<file path="config.mk">
export PLATFORM = sky130hd
export DESIGN_NAME = line_sensor_filter_flat
export DESIGN_NICKNAME = d
export VERILOG_FILES = /design/src/rtl/line_sensor_filter_if.sv /design/src/rtl/line_sensor_filter.sv /design/src/flat_wrapper.sv
export SDC_FILE = /design/constraint.sdc
export NUM_CORES = 1
export LEC_CHECK = 0
export BUFFER_PORTS_ARGS = -buffer_cell sky130_fd_sc_hd__buf_4
export CAP_MARGIN = 30
export CELL_PAD_IN_SITES_DETAIL_PLACEMENT = 1
export CELL_PAD_IN_SITES_GLOBAL_PLACEMENT = 1
export CORE_UTILIZATION = 29
export DETAILED_ROUTE_END_ITERATION = 7
export PLACE_DENSITY = 0.68
export RECOVER_POWER = 25
export SYNTH_ARGS = -nofsm -noshare
export SYNTH_HDL_FRONTEND = slang
export SYNTH_SLANG_ARGS = --single-unit
</file>
<file path="constraint.sdc">
create_clock -name sclk -period 3.45 [get_ports sclk]
set_input_delay 0.5175 -clock sclk [delete_from_list [all_inputs] [get_ports sclk]]
set_output_delay 0.5175 -clock sclk [all_outputs]
set_load 0.01 [all_outputs]
</file>
<file path="src/rtl/line_sensor_filter_if.sv">
// Line sensor filter bus: ADC samples in, filtered averages,
// line flags, steering code and node events out.
interface line_sensor_filter_if;
  logic        en;
  logic [11:0] ADC_DATA_CH1;
  logic [11:0] ADC_DATA_CH2;
  logic [11:0] ADC_DATA_CH3;
  logic [11:0] avg_ch1;
  logic [11:0] avg_ch2;
  logic [11:0] avg_ch3;
  logic [2:0]  on_line;
  logic [1:0]  dir;
  logic        node_pulse;
  logic [3:0]  node_count;
  logic        data_valid;

  modport master (
    output en, ADC_DATA_CH1, ADC_DATA_CH2, ADC_DATA_CH3,
    input  avg_ch1, avg_ch2, avg_ch3, on_line, dir,
    input  node_pulse, node_count, data_valid
  );

  modport slave (
    input  en, ADC_DATA_CH1, ADC_DATA_CH2, ADC_DATA_CH3,
    output avg_ch1, avg_ch2, avg_ch3, on_line, dir,
    output node_pulse, node_count, data_valid
  );
endinterface

</file>
<file path="src/rtl/line_sensor_filter.sv">
// Box-car averages three ADC channels, applies hysteresis,
// and derives steering direction plus junction (node) events.
module line_sensor_filter #(
  parameter int SAMPLE_PERIOD = 48,
  parameter int AVG_LOG2      = 2,
  parameter int TH_HI         = 1800,
  parameter int TH_LO         = 1500
) (
  input  logic                 sclk,
  input  logic                 rst,
  line_sensor_filter_if.slave  bus
);
  localparam int PW = (SAMPLE_PERIOD > 2) ?
                      $clog2(SAMPLE_PERIOD) : 2;
  localparam int SW = (AVG_LOG2 > 0) ? AVG_LOG2 : 1;
  localparam int AW = 12 + AVG_LOG2;
  localparam logic [PW-1:0] P_LAST = PW'(SAMPLE_PERIOD - 1);
  localparam logic [SW-1:0] S_LAST = SW'((1 << AVG_LOG2) - 1);
  localparam logic [11:0]   HI     = 12'(TH_HI);
  localparam logic [11:0]   LO     = 12'(TH_LO);

  typedef enum logic [1:0] {
    S_IDLE, S_RUN, S_UPDATE, S_DECIDE
  } state_t;

  state_t        r_state;
  state_t        w_next;
  logic [PW-1:0] r_period;
  logic [SW-1:0] r_smp;
  logic [AW-1:0] r_acc1;
  logic [AW-1:0] r_acc2;
  logic [AW-1:0] r_acc3;
  logic [11:0]   r_avg1;
  logic [11:0]   r_avg2;
  logic [11:0]   r_avg3;
  logic [2:0]    r_on;
  logic [2:0]    w_on;
  logic [1:0]    r_dir;
  logic          r_np;
  logic          r_dv;
  logic [3:0]    r_cnt;
  logic          w_strobe;
  logic          w_last;
  logic          w_node;

  function automatic logic hyst(
    input logic [11:0] a,
    input logic        cur
  );
    logic r;
    r = cur;
    if (a >= HI)
      r = 1'b1;
    else if (a < LO)
      r = 1'b0;
    return r;
  endfunction

  function automatic logic [1:0] dir_of(
    input logic [2:0] on
  );
    logic [1:0] d;
    case (on)
      3'b010, 3'b111: d = 2'b00;
      3'b100, 3'b110: d = 2'b01;
      3'b001, 3'b011: d = 2'b10;
      default:        d = 2'b11;
    endcase
    return d;
  endfunction

  assign w_strobe = bus.en && (r_state == S_RUN) &&
                    (r_period == P_LAST);
  assign w_last   = w_strobe && (r_smp == S_LAST);

  assign w_on = {hyst(r_avg1, r_on[2]),
                 hyst(r_avg2, r_on[1]),
                 hyst(r_avg3, r_on[0])};
  assign w_node = (w_on == 3'b111) && (r_on != 3'b111);

  // FSM state register
  always_ff @(posedge sclk or posedge rst) begin
    if (rst)
      r_state <= S_IDLE;
    else
      r_state <= w_next;
  end

  // Next-state logic; dropping en always returns to idle
  always_comb begin
    w_next = r_state;
    if (!bus.en) begin
      w_next = S_IDLE;
    end else begin
      unique case (r_state)
        S_IDLE:   w_next = S_RUN;
        S_RUN:    if (w_last) w_next = S_UPDATE;
        S_UPDATE: w_next = S_DECIDE;
        S_DECIDE: w_next = S_RUN;
        default:  w_next = S_IDLE;
      endcase
    end
  end

  // Sample cadence counter; free-runs while enabled
  always_ff @(posedge sclk or posedge rst) begin
    if (rst)
      r_period <= '0;
    else if (!bus.en || r_period == P_LAST)
      r_period <= '0;
    else
      r_period <= r_period + 1'b1;
  end

  // Accumulate on each strobe; clear on idle or after averaging
  always_ff @(posedge sclk or posedge rst) begin
    if (rst) begin
      r_acc1 <= '0;
      r_acc2 <= '0;
      r_acc3 <= '0;
      r_smp  <= '0;
    end else if (!bus.en || r_state == S_IDLE ||
                 r_state == S_UPDATE) begin
      r_acc1 <= '0;
      r_acc2 <= '0;
      r_acc3 <= '0;
      r_smp  <= '0;
    end else if (w_strobe) begin
      r_acc1 <= r_acc1 + AW'(bus.ADC_DATA_CH1);
      r_acc2 <= r_acc2 + AW'(bus.ADC_DATA_CH2);
      r_acc3 <= r_acc3 + AW'(bus.ADC_DATA_CH3);
      r_smp  <= r_smp + 1'b1;
    end
  end

  // Latch truncated averages
  always_ff @(posedge sclk or posedge rst) begin
    if (rst) begin
      r_avg1 <= '0;
      r_avg2 <= '0;
      r_avg3 <= '0;
    end else if (bus.en && r_state == S_UPDATE) begin
      r_avg1 <= 12'(r_acc1 >> AVG_LOG2);
      r_avg2 <= 12'(r_acc2 >> AVG_LOG2);
      r_avg3 <= 12'(r_acc3 >> AVG_LOG2);
    end
  end

  // Classify, steer and count nodes; pulses only in decide
  always_ff @(posedge sclk or posedge rst) begin
    if (rst) begin
      r_on  <= '0;
      r_dir <= 2'b11;
      r_np  <= 1'b0;
      r_dv  <= 1'b0;
      r_cnt <= '0;
    end else if (bus.en && r_state == S_DECIDE) begin
      r_on  <= w_on;
      r_dir <= dir_of(w_on);
      r_np  <= w_node;
      r_dv  <= 1'b1;
      if (w_node)
        r_cnt <= r_cnt + 4'd1;
    end else begin
      r_np <= 1'b0;
      r_dv <= 1'b0;
    end
  end

  assign bus.avg_ch1    = r_avg1;
  assign bus.avg_ch2    = r_avg2;
  assign bus.avg_ch3    = r_avg3;
  assign bus.on_line    = r_on;
  assign bus.dir        = r_dir;
  assign bus.node_pulse = r_np;
  assign bus.node_count = r_cnt;
  assign bus.data_valid = r_dv;
endmodule

</file>
<file path="src/flat_wrapper.sv">
// flat-port wrapper written by rule: the top's interface ports become plain ports
module line_sensor_filter_flat 
#(
  parameter int SAMPLE_PERIOD = 48,
  parameter int AVG_LOG2      = 2,
  parameter int TH_HI         = 1800,
  parameter int TH_LO         = 1500
)
  (sclk, rst, bus_en, bus_ADC_DATA_CH1, bus_ADC_DATA_CH2, bus_ADC_DATA_CH3, bus_avg_ch1, bus_avg_ch2, bus_avg_ch3, bus_on_line, bus_dir, bus_node_pulse, bus_node_count, bus_data_valid);
  line_sensor_filter_if bus_i ();
  input  logic sclk;
  input  logic rst;
  input wire logic [$bits(bus_i.en)-1:0] bus_en;
  input wire logic [$bits(bus_i.ADC_DATA_CH1)-1:0] bus_ADC_DATA_CH1;
  input wire logic [$bits(bus_i.ADC_DATA_CH2)-1:0] bus_ADC_DATA_CH2;
  input wire logic [$bits(bus_i.ADC_DATA_CH3)-1:0] bus_ADC_DATA_CH3;
  output wire logic [$bits(bus_i.avg_ch1)-1:0] bus_avg_ch1;
  output wire logic [$bits(bus_i.avg_ch2)-1:0] bus_avg_ch2;
  output wire logic [$bits(bus_i.avg_ch3)-1:0] bus_avg_ch3;
  output wire logic [$bits(bus_i.on_line)-1:0] bus_on_line;
  output wire logic [$bits(bus_i.dir)-1:0] bus_dir;
  output wire logic [$bits(bus_i.node_pulse)-1:0] bus_node_pulse;
  output wire logic [$bits(bus_i.node_count)-1:0] bus_node_count;
  output wire logic [$bits(bus_i.data_valid)-1:0] bus_data_valid;
  assign bus_i.en = bus_en;
  assign bus_i.ADC_DATA_CH1 = bus_ADC_DATA_CH1;
  assign bus_i.ADC_DATA_CH2 = bus_ADC_DATA_CH2;
  assign bus_i.ADC_DATA_CH3 = bus_ADC_DATA_CH3;
  assign bus_avg_ch1 = bus_i.avg_ch1;
  assign bus_avg_ch2 = bus_i.avg_ch2;
  assign bus_avg_ch3 = bus_i.avg_ch3;
  assign bus_on_line = bus_i.on_line;
  assign bus_dir = bus_i.dir;
  assign bus_node_pulse = bus_i.node_pulse;
  assign bus_node_count = bus_i.node_count;
  assign bus_data_valid = bus_i.data_valid;
  line_sensor_filter #(.SAMPLE_PERIOD(SAMPLE_PERIOD), .AVG_LOG2(AVG_LOG2), .TH_HI(TH_HI), .TH_LO(TH_LO)) u_core (.sclk(sclk), .rst(rst), .bus(bus_i));
endmodule
</file>
==> results of run 1 <==
## final timing paths
| kind | startpoint | endpoint | slack [ns] | depth (start not counted) |
|---|---|---|---|---|
| min in group asynchronous | rst | u_core.bus.node_pulse | 1.09 | 2 |
| hold reg to reg | u_core.r_period[0] | u_core.r_period[0] | 0.48 | 1 |
| setup reg to reg | u_core.r_acc3[0] | u_core.r_acc3[10] | 0.96 | 8 |
| hold / removal | bus_en | u_core.r_state[1] | 0.48 | 2 |
| max in group sclk | u_core.r_acc3[0] | u_core.r_acc3[10] | 0.96 | 8 |
| setup / recovery | rst | u_core.bus.avg_ch2[1] | 0.84 | 2 |
## layout by cell type (no fill, tap or decap), drive strengths merged, types with 10 or more instances in the layout
cell type and count:
clkbuf 10, inv 13, buf 92, nor3 16, nor2 31, xnor2 18
a211oi 13, dfrtp 97, xor2 15, a21o 10, o21ai 35, nand3 19
nand2 60, a21oi 45, mux2 38, ha 43
## cell families after synthesis
| family | Yosys count | synth area share, % |
|---|---|---|
| mux | 41 | 8.062 |
| simple gates | 155 | 13.06 |
| compound gates | 156 | 17.49 |
| buf+inv | 28 | 1.938 |
| fa+ha+maj | 47 | 10.70 |
| flops | 99 | 43.66 |
| xor+xnor | 33 | 5.088 |
## state kept, by name (all words and copies together), names as in the netlist, 3 cells and up
register / flops
u_core.bus.node_count: 4
u_core.bus.avg_ch3: 12
u_core.r_period: 6
u_core.bus.avg_ch1: 12
u_core.r_acc3: 14
u_core.bus.avg_ch2: 12
u_core.r_acc1: 14
u_core.r_acc2: 14
u_core.bus.on_line: 3
## layout make-up
class | count | area [µm²]
fillers | 2134 | 11980
multi-input cells | 432 | 3090
flip-flops and latches | 99 | 2480
repair buffers | 93 | 723.2
well taps | 260 | 325.3
clock buffers | 9 | 225.2
clock inverters | 7 | 93.84
inverters | 9 | 33.78
## worst reg2reg max path, delay by kind of cell, from the launching register on
family                   cells  cell delay, ns
AO/OA/AOI/OAI                5            1.20
XOR/XNOR                     1            0.14
adder cells (fa/ha/maj)      2            0.68
flip-flops                   1            0.39
## where the power goes
group | internal (mW) | total (mW) | switching (mW) | leakage, nW
Combinational | 0.106 | 0.258 | 0.153 | 1.82
Clock | 0.585 | 1.09 | 0.508 | 0.153
Sequential | 1.19 | 1.20 | 0.0120 | 1.37
Total | 1.88 | 2.55 | 0.672 | 3.35
## routing by layer
layer | vias up | wire, µm | share of wire [%] | GRT usage, %
met4 | 0 | 260 | 1.6 | 6.225
met3 | 18 | 440 | 2.7 | 2.624
met5 | - | 0 | 0 | 0
met1 | 2343 | 7707 | 47 | 22.50
li1 | 2225 | - | - | -
met2 | 70 | 7951 | 49 | 29.17
## through the flow
step / total power [mW] / hold WS, ns / instances / worst slack (ns)
CTS: 2.586 / 0.3715 / 909 / 0.9414
finish: 2.549 / 0.4757 / 909 / 0.8401
global route: 2.652 / 0.4719 / 909 / 0.3739
global placement: 1.472 / 0.4508 / 893 / 0.8044
floorplan: 1.363 / 0.4315 / 559 / 0.3454
detailed placement: 1.485 / 0.4686 / 893 / 0.7168
==> impl_results.md, run 1 <==
- Crit Path Max Fanout: 64
- Total die area: 20,150 µm²
- Routed wire length: 16,360 µm
- Post-synth top cells: dfrtp_1, nand2_1, a21oi_1
- Core Util, Final: 36.78%
- ANT cells: 0
- Failing checks: capacitance limit, slew limit
- RSZ-0062 raised after global routing: false
- Layout Nets: 729
- Worst VDD drop: 0.0002506 V
- Initial Util: 29.97%
- Slowest stage delay, CP: 1.84 ns
- DRC violations left: 0
- Post-placement cell area: 6655 µm²
- Row cnt: 50
- Clock Root Buffer: clkbuf_16
- Netlist Area Pre-Place: 5680 µm²
- Main synth FF type: dfrtp_1
- Status: finished with violations
- TritonCTS clock tree: yes
- Grt ovf: 0
- Max Fclk: 383.2 MHz
- PwrDens: 365.6 nW/µm²
- CTS buffer count: 9
- First-pass GRT wire length: 26,910 µm
- Top Family by Delay on Critical Path: buffers and inverters
- # setup viols final: 0
- Final Cell Area: 6972 µm²
- Die H: 142.0 µm
- Top cells by area, synth: dfrtp_1, ha_1, mux2_2
- Slowest-stage cell, CP: inv_1
- Via count: 4,656
- Die Wd: 142.0 µm
- Yosys top cell by area: dfrtp_1
- Max-cap viol count: 1
- Vias per cell: 5.122
- Max_slew headroom: -76.95%
- Setup TNS: 0 ns
- CP Buf/Inv Count: 2
- Fin. max-slew vios: 64
- Seq/Total Area, Yosys: 43.66%
- Worst setup SP type: input pin
- GR Util All Layers: 17.31%
- Dpl hpwl: 12,510 µm
- Clock Latency Late Sink: 0.36 ns
- Top cell type's share of synthesized area: 42.73%
- Core footprint: 18,960 µm²
- Final hold vios: 0
- Initial antenna violation count: 0
- DR iter-0 viols: 129
- Final period util: 75.65%
- Top-Level Pins: 86
- LEAKAGE: 3.349 nW
- Routed len/inst: 18.00 µm
- Share of post-route cells with drive strength above 1: 24.19%
- Clock Path Buffers: 2
- Min Tclk post-route: 2.610 ns
- CTS Hold Bufs: 0
- Syn Inst Count: 559
- RD Place Congestion: 0.8801
- TritonRoute pass-1 iters: 4
- Pin count of the biggest net entering global routing: 65
- Top-count cell post-synth: dfrtp_1
- Critical path required time: 3.35 ns
- Hold Path Class: in -> reg
- #FFs+latches synth: 99
- Post-CTS sizing: 0
- ANT nets after route: 0
- Clock slew at reported path FFs: 0.08 ns
- Number of distinct library cells after synthesis: 55
- Area delta synth->final: 22.73%
- Synthesized area per cell: 10.16 µm²
- Async SR Flop Fraction: 100.0%
- Post-synth EDFFs: 0
- Number of H-tree levels: 3
- Least-Margin Pin Slew: 2.651 ns
- Input/output buffers: 85
- Ys Warns: 0
- Crit path arrival time: 2.51 ns
- Post-Route Skew: 0.008780 ns
- Nature of the critical path endpoint: asynchronous set/reset pin
- Post-CTS Setup Inserts: 0
- Clock net sink count: 99
- Synthesized Nets: 644
- Kind of critical path: in -> async
- Vias in the first global route: 5,080
- Crit path cell chain: clkbuf_4 > inv_1
No activity file was read; power rests on OpenSTA's default activity.
==> run 2: changes to the inputs <==
--- a/config.mk
+++ b/config.mk
@@ -5,13 +5,14 @@
 export SDC_FILE = /design/constraint.sdc
 export NUM_CORES = 1
 export LEC_CHECK = 0
+export ABC_AREA = 1
 export BUFFER_PORTS_ARGS = -buffer_cell sky130_fd_sc_hd__buf_4
 export CAP_MARGIN = 30
 export CELL_PAD_IN_SITES_DETAIL_PLACEMENT = 1
 export CELL_PAD_IN_SITES_GLOBAL_PLACEMENT = 1
 export CORE_UTILIZATION = 29
 export DETAILED_ROUTE_END_ITERATION = 7
-export PLACE_DENSITY = 0.68
+export PLACE_DENSITY = 0.7
 export RECOVER_POWER = 25
 export SYNTH_ARGS = -nofsm -noshare
 export SYNTH_HDL_FRONTEND = slang
==> constraint.sdc (replaced) <==
create_clock -name sclk -period 2.6 [get_ports sclk]
set_input_delay 0.39 -clock sclk [delete_from_list [all_inputs] [get_ports sclk]]
set_output_delay 0.39 -clock sclk [all_outputs]
set_load 0.01 [all_outputs]
==> impl_results.md, run 2 <==
- Initial Util: 29.53% (-0.43 points)
- Input/output buffers: 85 (unchanged)
- Share of post-route cells with drive strength above 1: 16.30% (-7.9 points)
- Dpl hpwl: 12,120 µm (-3.1%)
- Worst VDD drop: 0.0003274 V (+31%)
- Clock slew at reported path FFs: 0.07 ns (about the same)
- ANT nets after route: 0 (unchanged)
- Register area: 2480 µm² (unchanged)
- Final period util: 76.37%
- Max-cap viol count: 0 (-1)
- DR iter-0 viols: 185 (+43%)
- Initial antenna violation count: 0 (unchanged)
- Mux cell area share after synthesis: 1.371% (-6.7 points)
- Post-Route Skew: 0.009561 ns (+0.0007813 ns)
- R2r worst-path depth: 13 (+5)
- Number of distinct library cells after synthesis: 34 (-38%)
- Hold Path Class: in -> reg
- Crit path arrival time: 2.22 ns (-0.29 ns)
- GR Util All Layers: 16.70% (-0.62 points)
- Clock Latency Late Sink: 0.35 ns (about the same)
- CTS buffer count: 9 (unchanged)
- Via count: 5,054 (+8.5%)
- Critical path required time: 2.83 ns (-0.52 ns)
- Dpl cells: 1,065 (+19%)
- Pin count of the biggest net entering global routing: 44 (-32%)
- CTS Hold Bufs: 0 (unchanged)
- Routed wire length: 15,750 µm (-3.8%)
- Main synth FF type: dfrtp_1
- Final hold vios: 0 (unchanged)
- Setup TNS: 0 ns (unchanged)
- Ys Warns: 0 (unchanged)
- Core footprint: 19,460 µm² (+2.7%)
- Routed len/inst: 14.57 µm (-19%)
- Switching Share: 31.44% (+5.1 points)
- Layout Nets: 896 (+23%)
- Die H: 142.8 µm (+0.58%)
- Max_slew headroom: 4.525% (+81 points)
- Synthesized area per cell: 7.983 µm² (-21%)
- P_int: 2.846 mW (+52%)
- Max Fclk: 503.6 MHz
- Post-synth EDFFs: 0 (unchanged)
- Logic gate share of total power: 24.0% (+14 points)
- Number of H-tree levels: 3 (unchanged)
- Area delta synth->final: 21.96%
- Seq/Total Area, Yosys: 43.14% (-0.51 points)
- Top-Level Pins: 86 (unchanged)
- Nature of the critical path endpoint: flip-flop
- Adder-cell share of the synthesized area: 10.40% (-0.30 points)
- PwrDens: 592.1 nW/µm² (+62%)
- # setup viols final: 0 (unchanged)
- Largest registers: u_core.r_acc1: 14 flops, u_core.r_acc2: 14 flops, u_core.r_acc3: 14 flops
- Netlist Area Pre-Place: 5748 µm² (+1.2%)
- Worst setup SP type: flip-flop
- RD Place Congestion: 0.8540 (-3.0%)
- Clock power frac: 33.1% (-9.8 points)
- Total die area: 20,390 µm² (+1.2%)
- NetSw: 1.305 mW (+94%)
- ANT cells: 0 (unchanged)
- Die Wd: 142.8 µm (+0.58%)
- TritonCTS clock tree: yes
- First-pass GRT wire length: 26,530 µm (-1.4%)
- LEAKAGE: 3.532 nW (+5.5%)
- Largest family of logic cells by synthesized area: simple AND/OR/NAND/NOR gates
- Hold Crit Depth: 3 (+1)
- Fin. max-slew vios: 0 (-100%)
- Kind of critical path: reg -> reg
- Vias per cell: 4.675 (-8.7%)
- Clock Path Buffers: 2 (unchanged)
- Core Util, Final: 36.02% (-0.76 points)
- Crit Path Max Fanout: 12 (-81%)
- Hold slack: 0.3646 ns (-0.1111 ns)
- Final cell count without fillers: 1,081 (+19%)
- Share of the synthesized netlist area taken by xor and xnor gates: 1.676% (-3.4 points)
- Clock Root Buffer: clkbuf_16
- Post-CTS sizing: 0 (unchanged)
- Status: complete, no violations
- Synthesized Nets: 805 (+25%)
- Row cnt: 51 (+2.0%)
- Vias in the first global route: 5,255 (+3.4%)
- Top cell type's share of synthesized area: 42.23% (-0.50 points)
- Post-synthesis compound-gate area fraction: 15.15% (-2.3 points)
- Commonest non-fill, non-tap cells in the layout: nand2_1, dfrtp_1, buf_4
- TritonRoute pass-1 iters: 4 (unchanged)
- Flop pwr share: 42.9% (-4.1 points)
- Post-synthesis simple-gate area fraction: 21.94% (+8.9 points)
- DRC violations left: 0 (unchanged)
- Most common cell after layout, fill and taps aside: nand2_1
- Syn Inst Count: 720 (+29%)
- Grt ovf: 0 (unchanged)
- Top-count cell post-synth: nand2_1
- Top cells by area, synth: dfrtp_1, nand2_1, ha_1
- Multi-input combinational cell area: 2908 µm² (-5.9%)
- Post-CTS Setup Inserts: 0 (unchanged)
- Clock net sink count: 99 (unchanged)
- Min Tclk post-route: 1.986 ns
- Post-synth top cells: nand2_1, dfrtp_1, nor2_1
- Async SR Flop Fraction: 100.0% (unchanged)
- Fillers: 2,380 (+12%)
- Yosys top cell by area: dfrtp_1
- #FFs+latches synth: 99 (unchanged)
- Least-Margin Pin Slew: 1.424 ns (-1.227 ns)
- RSZ-0062 raised after global routing: false
[run 2: cell count changes in the layout (fill, tap and decap cells not counted), moves of 15 or more]
cell | before | now
nand2_1 | 60 | 183
mux2_2 | 38 | 7
inv_1 | 9 | 68
nand3_1 | 19 | 34
o21ai_0 | 35 | 65
nor2_1 | 31 | 74
[run 2: cell families (layout without fill, tap and decap cells)]
family                   after synthesis  in the layout
AND/OR/NAND/NOR                      308            308
multiplexers                           7              7
adder cells (fa/ha/maj)               46             46
buffers and inverters                 88            184
AO/OA/AOI/OAI                        161            161
XOR/XNOR                              11             11
flip-flops                            99             99
[run 2: critical path, stage by stage, from the launching register on]
cell	delay, ns
dfrtp_1	0.38
ha_1	0.18
nand2_1	0.07
nor2_2	0.13
nand3_2	0.11
nor2_4	0.18
inv_2	0.05
nand2_2	0.24
buf_4	0.24
nand2_1	0.06
inv_1	0.07
nand3_1	0.06
nand2_1	0.06
nor2_1	0.03
[run 2: power groups by stage]
| stage | sequential [mW] | combinational [mW] | clock [mW] |
|---|---|---|---|
| after global placement | 1.81 | 0.998 | 0 |
| after detailed placement | 1.81 | 1.02 | 0 |
| after CTS | 1.79 | 1.02 | 1.42 |
| final | 1.78 | 0.996 | 1.37 |
| after global routing | 1.80 | 1.12 | 1.46 |
| after floorplan | 1.82 | 0.564 | 0 |
[run 2: per-stage QoR]
step / total power [mW] / setup slack (ns) / area (µm²)
CTS: 4.231 / 0.5840 / 7043
global route: 4.383 / 0.2703 / 7010
finish: 4.151 / 0.6143 / 7010
detailed placement: 2.828 / 0.5389 / 6744
global placement: 2.807 / 0.5923 / 6744
floorplan: 2.384 / 0.8916 / 5752
[run 2: final cells by class]
cell class | instances | share of cell area (%)
multi-input combinational | 533 | 41.48
sequential | 99 | 35.37
timing repair buffer | 94 | 10.17
tap | 265 | 4.730
inverter | 74 | 3.980
clock buffer | 14 | 3.766
clock inverter | 2 | 0.4997
[run 2: worst paths after layout]
kind | startpoint | to | slack, ns
max | u_core.r_period[0] | u_core.r_acc2[13] | 0.61
min in group asynchronous | rst | u_core.r_acc3[10] | 0.37
max reg2reg | u_core.r_period[0] | u_core.r_acc2[13] | 0.61
min | bus_en | u_core.r_state[1] | 0.36
max in group asynchronous | rst | u_core.bus.avg_ch2[6] | 0.66
min reg2reg | u_core.r_period[0] | u_core.r_period[0] | 0.48
[run 2: metal layers]
metal | part of all wire [%] | vias to the layer above | GRT usage (%)
li1 | - | 2560 | -
met1 | 49 | 2422 | 22.32
met2 | 47 | 59 | 28.53
met3 | 2.4 | 13 | 1.878
met4 | 1.1 | 0 | 4.414
met5 | 0 | - | 0
==> run 3: changes to the inputs <==
==> constraint.sdc (replaced) <==
create_clock -name sclk -period 2 [get_ports sclk]
set_input_delay 0.3 -clock sclk [delete_from_list [all_inputs] [get_ports sclk]]
set_output_delay 0.3 -clock sclk [all_outputs]
set_load 0.01 [all_outputs]
==> impl_results.md, run 3 (same netlist as run 2, synthesis figures left out) <==
- Max-cap viol count: 0 (unchanged)
- Largest registers: u_core.r_acc1: 14 flops, u_core.r_acc2: 14 flops, u_core.r_acc3: 14 flops
- DR iter-0 viols: 147 (-21%)
- Max_slew headroom: 38.90% (+34 points)
- CTS buffer count: 9 (unchanged)
- NetSw: 1.758 mW (+35%)
- Fin. max-slew vios: 0 (unchanged)
- Reg2reg setup slack: 0.15 ns (-0.46 ns)
- Fillers: 2,378 (-0.084%)
- CP startpoint: u_core.r_acc3[2]
- Min Tclk post-route: 1.849 ns (-0.1371 ns)
- Top-Level Pins: 86 (unchanged)
- Flop pwr share: 41.5% (-1.4 points)
- Critical R2R Launch: u_core.r_acc3[2]
- Final Power: 5.556 mW (+34%)
- Crit path arrival time: 2.08 ns (-0.14 ns)
- Dpl hpwl: 12,290 µm (+1.4%)
- Switching Share: 31.63% (+0.20 points)
- Row cnt: 51 (unchanged)
- Routed wire length: 15,910 µm (+1.0%)
- Area delta synth->final: 23.60%
- RD Place Congestion: 0.8224 (-3.7%)
- Pin count of the biggest net entering global routing: 53 (+20%)
- Reg2reg end: u_core.r_acc3[11]
- Final period util: 92.43% (+16 points)
- Hold slack: 0.2750 ns (-0.08961 ns)
- ANT nets after route: 0 (unchanged)
- Vias per cell: 4.675 (about the same)
- Hold Path Origin: bus_en
- Number of H-tree levels: 3 (unchanged)
- End of the critical path: u_core.r_acc3[11]
- Layout Nets: 903 (+0.78%)
- Core footprint: 19,460 µm² (unchanged)
- Input/output buffers: 85 (unchanged)
- Most common cell after layout, fill and taps aside: nand2_1
- ANT cells: 0 (unchanged)
- TritonCTS clock tree: yes
- Final hold vios: 0 (unchanged)
- Grt ovf: 0 (unchanged)
- Worst VDD drop: 0.0004023 V (+23%)
- DRC violations left: 0 (unchanged)
- Clock power frac: 34.4% (+1.3 points)
- Hold Path Class: in -> reg
- Nature of the critical path endpoint: flip-flop
- Worst setup SP type: flip-flop
- Total die area: 20,390 µm² (unchanged)
- R2r worst-path depth: 9 (-4)
- Kind of critical path: reg -> reg
- Clock net sink count: 99 (unchanged)
- Via count: 5,086 (+0.63%)
- Initial Util: 29.53% (unchanged)
- PwrDens: 782.1 nW/µm² (+32%)
- P_int: 3.799 mW (+33%)
- # setup viols final: 0 (unchanged)
- Initial antenna violation count: 0 (unchanged)
- Setup TNS: 0 ns (unchanged)
- Least-Margin Pin Slew: 0.9115 ns (-0.5128 ns)
- Vias in the first global route: 5,359 (+2.0%)
- Clock Path Buffers: 2 (unchanged)
- Max Fclk: 540.9 MHz (+7.4%)
- Routed len/inst: 14.62 µm (+0.37%)
- Die Wd: 142.8 µm (unchanged)
- Crit Path Max Fanout: 5 (-7)
- Share of post-route cells with drive strength above 1: 16.40% (+0.10 points)
- Post-CTS Setup Inserts: 0 (unchanged)
- Critical path required time: 2.24 ns (-0.59 ns)
- Clock Root Buffer: clkbuf_16
- TritonRoute pass-1 iters: 6 (+2)
- Status: complete, no violations
- First-pass GRT wire length: 27,060 µm (+2.0%)
- Final cell count without fillers: 1,088 (+0.65%)
- Clock Latency Late Sink: 0.35 ns (about the same)
- Dpl cells: 1,071 (+0.56%)
- Die H: 142.8 µm (unchanged)
- Clock slew at reported path FFs: 0.07 ns (about the same)
- LEAKAGE: 3.536 nW (+0.12%)
- Commonest non-fill, non-tap cells in the layout: nand2_1, dfrtp_1, buf_4
- GR Util All Layers: 17.01% (+0.31 points)
- Logic gate share of total power: 24.1% (about the same)
- Post-Route Skew: 0.01002 ns (+0.0004633 ns)
## run 3: cell types whose count changed in the layout (fill, tap and decap cells not counted), sizes merged
cell         change
clkinv           +2
clkbuf           +9
inv              -1
dlygate4sd3      +1
buf              -5
bufinv           +1
## run 3: layout make-up
type	instances	area (µm²)	area share (%)
clock buffers	12	246.5	3.470
clock inverters	4	73.82	1.039
inverters	74	282.8	3.980
multi-input cells	533	2937	41.34
flip-flops and latches	99	2480	34.91
well taps	265	331.6	4.667
repair buffers	101	753.2	10.60
## run 3: worst max-delay path, stage by stage (launching register included)
cell and delay, ns:
dfrtp_1 0.39, ha_1 0.39, nand3_1 0.10, nand2_1 0.15
nand2_1 0.07, nand2_1 0.12, a21oi_1 0.10, or2_2 0.28
nand2_1 0.07, o21ai_1 0.06
## run 3: metrics by stage
stage	area (µm²)	util [%]	setup WS, ns
floorplan	5752	-	0.3284
detailed placement	6802	34.95	0.05535
CTS	7132	36.64	0.09223
global route	7104	36.50	-0.001310
global placement	6802	34.95	0.1313
finish	7104	36.50	0.1513
## run 3: how the worst min path moves through the flow
stage / cells past startpoint / to / slack [ns]
floorplan: 1 / u_core.r_period[0] / 0.43
global placement: 2 / u_core.bus.avg_ch3[4] / 0.36
detailed placement: 2 / u_core.bus.avg_ch3[5] / 0.36
CTS: 3 / u_core.r_state[1] / 0.26
global route: 3 / u_core.r_state[0] / 0.31
finish: 3 / u_core.r_state[1] / 0.27
## run 3: power groups by stage
stage               registers, mW  logic [mW]  clock network (mW)
floorplan                    2.37       0.733                   0
global placement             2.34        1.34                   0
detailed placement           2.35        1.37                   0
CTS                          2.31        1.38                1.97
global route                 2.33        1.51                2.04
finish                       2.31        1.34                1.91
## run 3: routing by layer
metal	wire, µm	GRT usage (%)	vias to the layer above
met5	0	0	-
met4	238	5.716	0
met3	292	2.113	13
met2	7556	28.48	58
met1	7817	22.63	2436
li1	-	-	2579
## run 3: repair_timing
item,4_1_cts,5_1_grt
setup endpoints to repair,0,19
hold buffers,1,0
hold endpoints to repair,16,0
resized for setup,0,13
